[config.mk]
export PLATFORM = sky130hd
export DESIGN_NAME = alu_serial_sequencer
export DESIGN_NICKNAME = d
export VERILOG_FILES = /design/src/rtl/alu_serial_sequencer.sv
export SDC_FILE = /design/constraint.sdc
export NUM_CORES = 1
export LEC_CHECK = 0
export CAP_MARGIN = 30
export CORE_ASPECT_RATIO = 0.7
export CORE_MARGIN = 2
export CORE_UTILIZATION = 42
export DETAILED_ROUTE_END_ITERATION = 6
export GPL_TIMING_DRIVEN = 1
export PLACE_DENSITY = 0.78
export SLEW_MARGIN = 20
export SYNTH_ARGS = -nofsm -noshare
export SYNTH_HDL_FRONTEND = slang
export SYNTH_SLANG_ARGS = --single-unit
[constraint.sdc]
create_clock -name CLK -period 1.5 [get_ports CLK]
set_input_delay 0.3 -clock CLK [delete_from_list [all_inputs] [get_ports CLK]]
set_output_delay 0.3 -clock CLK [all_outputs]
set_load 0.01 [all_outputs]
[src/rtl/alu_serial_sequencer.sv]
// Bit-serial ALU sequencer: feeds an external 1-bit ALU LSB first over WIDTH
// cycles and reassembles the result word, carry and error status.
// Optional feature macro: ALU_SEQ_ZERO_FLAG_EN adds a registered Zero output.
module alu_serial_sequencer #(
  parameter int unsigned WIDTH = 8
) (
  input  logic             CLK,
  input  logic             RST,
  input  logic             Start,
  input  logic [2:0]       Op,
  input  logic [WIDTH-1:0] A_word,
  input  logic [WIDTH-1:0] B_word,
  output logic             Busy,
  output logic             Done,
  output logic             Err,
  output logic [WIDTH-1:0] Result,
  output logic             Carry,
  output logic [2:0]       ALU_Mode,
  output logic             ALU_A,
  output logic             ALU_B,
  output logic             ALU_Cin,
  input  logic             ALU_X,
  input  logic             ALU_Cout
`ifdef ALU_SEQ_ZERO_FLAG_EN
  ,
  output logic             Zero
`endif
);

  localparam int unsigned CW = (WIDTH > 1) ? $clog2(WIDTH) : 1;
  localparam logic [CW-1:0] LAST = CW'(WIDTH - 1);
  localparam logic [2:0] OP_ADD  = 3'd0;
  localparam logic [2:0] OP_XNOR = 3'd4;

  typedef enum logic [1:0] {
    IDLE = 2'd0,
    RUN  = 2'd1,
    DONE = 2'd2
  } state_t;

  state_t           state_q, state_d;
  logic [2:0]       op_q, op_d;
  logic [WIDTH-1:0] a_q, a_d;
  logic [WIDTH-1:0] b_q, b_d;
  logic [CW-1:0]    cnt_q, cnt_d;
  logic             cin_q, cin_d;
  logic [WIDTH-1:0] res_q, res_d;
  logic             carry_q, carry_d;
  logic             err_q, err_d;
  logic             busy_q, busy_d;
  logic             done_q, done_d;
`ifdef ALU_SEQ_ZERO_FLAG_EN
  logic             zero_q, zero_d;
`endif

  // State and datapath registers; reset aborts any operation in flight.
  always_ff @(posedge CLK or posedge RST) begin
    if (RST) begin
      state_q <= IDLE;
      op_q    <= '0;
      a_q     <= '0;
      b_q     <= '0;
      cnt_q   <= '0;
      cin_q   <= 1'b0;
      res_q   <= '0;
      carry_q <= 1'b0;
      err_q   <= 1'b0;
      busy_q  <= 1'b0;
      done_q  <= 1'b0;
`ifdef ALU_SEQ_ZERO_FLAG_EN
      zero_q  <= 1'b0;
`endif
    end else begin
      state_q <= state_d;
      op_q    <= op_d;
      a_q     <= a_d;
      b_q     <= b_d;
      cnt_q   <= cnt_d;
      cin_q   <= cin_d;
      res_q   <= res_d;
      carry_q <= carry_d;
      err_q   <= err_d;
      busy_q  <= busy_d;
      done_q  <= done_d;
`ifdef ALU_SEQ_ZERO_FLAG_EN
      zero_q  <= zero_d;
`endif
    end
  end

  // Next-state and next-register logic. Operand shifters drain to zero by the
  // end of RUN, so the ALU operand pins are naturally 0 outside RUN.
  always_comb begin
    state_d = state_q;
    op_d    = op_q;
    a_d     = a_q;
    b_d     = b_q;
    cnt_d   = cnt_q;
    cin_d   = 1'b0;
    res_d   = res_q;
    carry_d = carry_q;
    err_d   = err_q;
    busy_d  = 1'b0;
    done_d  = 1'b0;
`ifdef ALU_SEQ_ZERO_FLAG_EN
    zero_d  = zero_q;
`endif
    case (state_q)
      IDLE: begin
        if (Start) begin
          op_d    = Op;
          cnt_d   = '0;
          res_d   = '0;
          carry_d = 1'b0;
`ifdef ALU_SEQ_ZERO_FLAG_EN
          zero_d  = 1'b0;
`endif
          if (Op <= OP_XNOR) begin
            state_d = RUN;
            a_d     = A_word;
            b_d     = B_word;
            err_d   = 1'b0;
            busy_d  = 1'b1;
          end else begin
            state_d = DONE;
            a_d     = '0;
            b_d     = '0;
            err_d   = 1'b1;
            done_d  = 1'b1;
          end
        end
      end
      RUN: begin
        a_d   = a_q >> 1;
        b_d   = b_q >> 1;
        res_d = {ALU_X, res_q[WIDTH-1:1]};
        if (cnt_q == LAST) begin
          state_d = DONE;
          done_d  = 1'b1;
          carry_d = (op_q == OP_ADD) ? ALU_Cout : 1'b0;
`ifdef ALU_SEQ_ZERO_FLAG_EN
          zero_d  = (res_d == '0);
`endif
        end else begin
          cnt_d  = cnt_q + CW'(1);
          busy_d = 1'b1;
          cin_d  = (op_q == OP_ADD) ? ALU_Cout : 1'b0;
        end
      end
      DONE: begin
        state_d = IDLE;
      end
      default: begin
        state_d = IDLE;
      end
    endcase
  end

  assign Busy     = busy_q;
  assign Done     = done_q;
  assign Err      = err_q;
  assign Result   = res_q;
  assign Carry    = carry_q;
  assign ALU_Mode = op_q;
  assign ALU_A    = a_q[0];
  assign ALU_B    = b_q[0];
  assign ALU_Cin  = cin_q;
`ifdef ALU_SEQ_ZERO_FLAG_EN
  assign Zero     = zero_q;
`endif

endmodule

==> summary.txt <==
Yosys
  • Synth area leaders: dfrtp_1 60%, a22o_1 15%, a21o_1 6.8%
  • Syn_area_per_cell: 14.0 µm²
  • Cells after synthesis: 110
  • Synth top area share: 60.3%
  • Most used DFF post-synth: dfrtp_1
  • Syn_nets: 136
  • Post-Syn Area: 1540 µm²
  • FF+latch count, synth: 37
  • Most common cell in the netlist: dfrtp_1
  • FFs w/ async S/R, synth: 100%
  • Seq/Total Area, Yosys: 60.3%
  • Yosys cell types: 22
  • Yosys warnings: 0
  • Post-synth top cells: 37 x dfrtp_1, 26 x a22o_1, 14 x a21o_1, 4 x buf_2, 4 x mux2_2
  • Number of synthesized flops with an enable pin: 0
  • Area leader, netlist: dfrtp_1

Die
  • Die width: 76.3 µm
  • IO Pins: 42
  • Die area: 4170 µm²
  • Initial Utilization: a little over two fifths
  • Die height: ~55 µm
  • FP Rows: 18
  • Core area: 3510 µm²

Drt
  • Via count: 1130
  • Routed Antenna Nets: 0
  • Via density: 5.28
  • Routed len/inst: 14.2 µm
  • DRC errors left: 0
  • Starting DRT DRC Count: 78
  • DRT Wirelength: 3.05 mm
  • DR pass1 iterations: 4

CTS
  • Clock slew at reported path FFs: ~0.07 ns
  • Clock buffer depth: 2
  • Root Buffer: clkbuf_8
  • CTS Hold Bufs: 0
  • Resized Gates After CTS: 13
  • Clock Latency Late Sink: around 0.28 ns
  • Setup bufs post-CTS: 0
  • CTS Buf Count: 5
  • Clock sinks: 37
  • CTS tree: built
  • CTS H-Tree Depth: 2

Setup path
  • Crit path DAT: 1.61 ns
  • Crit path max fanout: 3
  • Crit Path Class: reg2reg
  • Element type at the critical path end: register
  • Reg2Reg Depth: 5
  • Crit start category: register
  • CP required: 1.67 ns

Placed design
  • GP Congestion: 0.738
  • IO buf count: 41
  • Inst Count DP: 206
  • Final HPWL DP: 2.12 mm

STA
  • Measured slew at the worst slew-check pin: 0.527 ns
  • Fin Setup TNS: 0 ns
  • Period utilization: 96.6%
  • Final Hold Viols: 0
  • Setup violations, final: 0
  • Setup repair after global routing missed its margin: false
  • Shortest period the worst path allows: 1.45 ns
  • Final Max Slew Viols: 0
  • Max Clock Freq: 690 MHz
  • Slew headroom: 64.8%
  • Skew final: between 0.004 and 0.005 ns

Final layout
  • Number of fill cells in the layout: 292
  • Final net count: 189
  • Final Instance Count excl. Fillers: 214
  • # diodes: 0
  • Fraction of layout cells with a size suffix above 1: 17.7%
  • Synth-to-Final Area Change: 43.2%

GRT
  • Largest net degree at the start of global routing: 38
  • Vias in the first global route: 1119
  • Initial antenna violation count: 0
  • First-pass GRT wire length: 5.17 mm
  • Gr ovfl total: 0
  • All-Layer GR Usage: between 10% and 20%

Pwr
  • Cell Pwr Density: 1870 nW/µm²
  • Max VDD drop: 948 µV
  • Leak pwr: 1.19 nW
  • Total power: a little over 4 mW

Job
  • Max cap viols: 0

Run status
  • Status: complete, no violations

Min path
  • Worst hold path class: in2async
through the flow:
stage	cell area, µm²	util, %	setup WS (ns)	hold WS [ns]
floorplan	1540	-	0.000752	0.416
global placement	2090	59.5	-0.110	0.484
detailed placement	2090	59.5	-0.135	0.480
CTS	2190	62.2	0.00287	0.361
global route	2200	62.6	0.00224	0.403
finish	2200	62.6	0.0507	0.360
report_power, final:
| group | switching (mW) | internal [mW] | leakage [nW] |
|---|---|---|---|
| clock | 0.324 | 0.415 | 0.0542 |
| sequential | 0.249 | 1.40 | 0.480 |
| combinational | 0.742 | 0.990 | 0.655 |
final timing paths:
kind                       startpoint   endpoint  slack, ns
setup reg to reg             cnt_q[0]   cnt_q[0]       0.05
setup / recovery             cnt_q[0]   cnt_q[0]       0.05
hold / removal                    RST  Result[6]       0.36
min in group CLK            Result[0]  Result[0]       0.49
max in group asynchronous         RST  Result[1]       0.96
hold reg to reg             Result[0]  Result[0]       0.49
cells in the final DEF, fill, tap and decap left out:
cell	count
clkinv_2	1
ha_1	1
or2_1	2
a22o_1	26
ha_2	1
a32oi_1	1
and2_1	1
nand2_1	2
nor4b_1	1
a21o_1	14
inv_1	1
a21oi_1	2
buf_12	4
nand3b_1	2
dfrtp_1	37
clkdlybuf4s50_1	25
dlymetal6s2s_1	5
clkbuf_8	7
nor3b_4	2
buf_4	7
dlygate4sd2_1	11
nor2_2	1
o21bai_2	1
nor2b_4	1
mux2_2	4
and2b_1	1
nor2_1	2
o21a_1	1
state kept, by name, summed over array words and instances (netlist names):
name	flops
Result	8
a_q	8
b_q	8
ALU_Mode	3
cnt_q	3
state_q	2
ALU_Cin	1
Busy	1
Carry	1
Done	1
Err	1
cell families after synthesis:
family          after synthesis  share of synthesized area, %
compound gates               45                          24.1
buf+inv                       7                          3.58
flops                        37                          60.3
fa+ha+maj                     2                          1.63
simple gates                 15                          7.49
mux                           4                          2.93
cell type report:
type | count | area (µm²) | area share [%]
clock buffers | 7 | 96.3 | 4.38
clock inverters | 1 | 5.00 | 0.227
inverters | 1 | 3.75 | 0.171
multi-input cells | 66 | 566 | 25.7
flip-flops and latches | 37 | 926 | 42.1
well taps | 50 | 62.6 | 2.84
repair buffers | 52 | 542 | 24.6
critical path: stages (launching register included):
cell	delay (ns)
dfrtp_1	0.39
ha_1	0.20
ha_2	0.19
nor3b_4	0.21
nor2_2	0.08
mux2_2	0.26
metal layers:
layer	vias up	global-route usage (%)	share of wire, %	wire, µm
li1	518	-	-	-
met1	575	20.1	46	1400
met2	33	27.9	48	1460
met5	-	0	0	0
met3	4	4.46	5.0	151
met4	0	7.27	1.2	37
No activity file was read; power rests on OpenSTA's default activity.
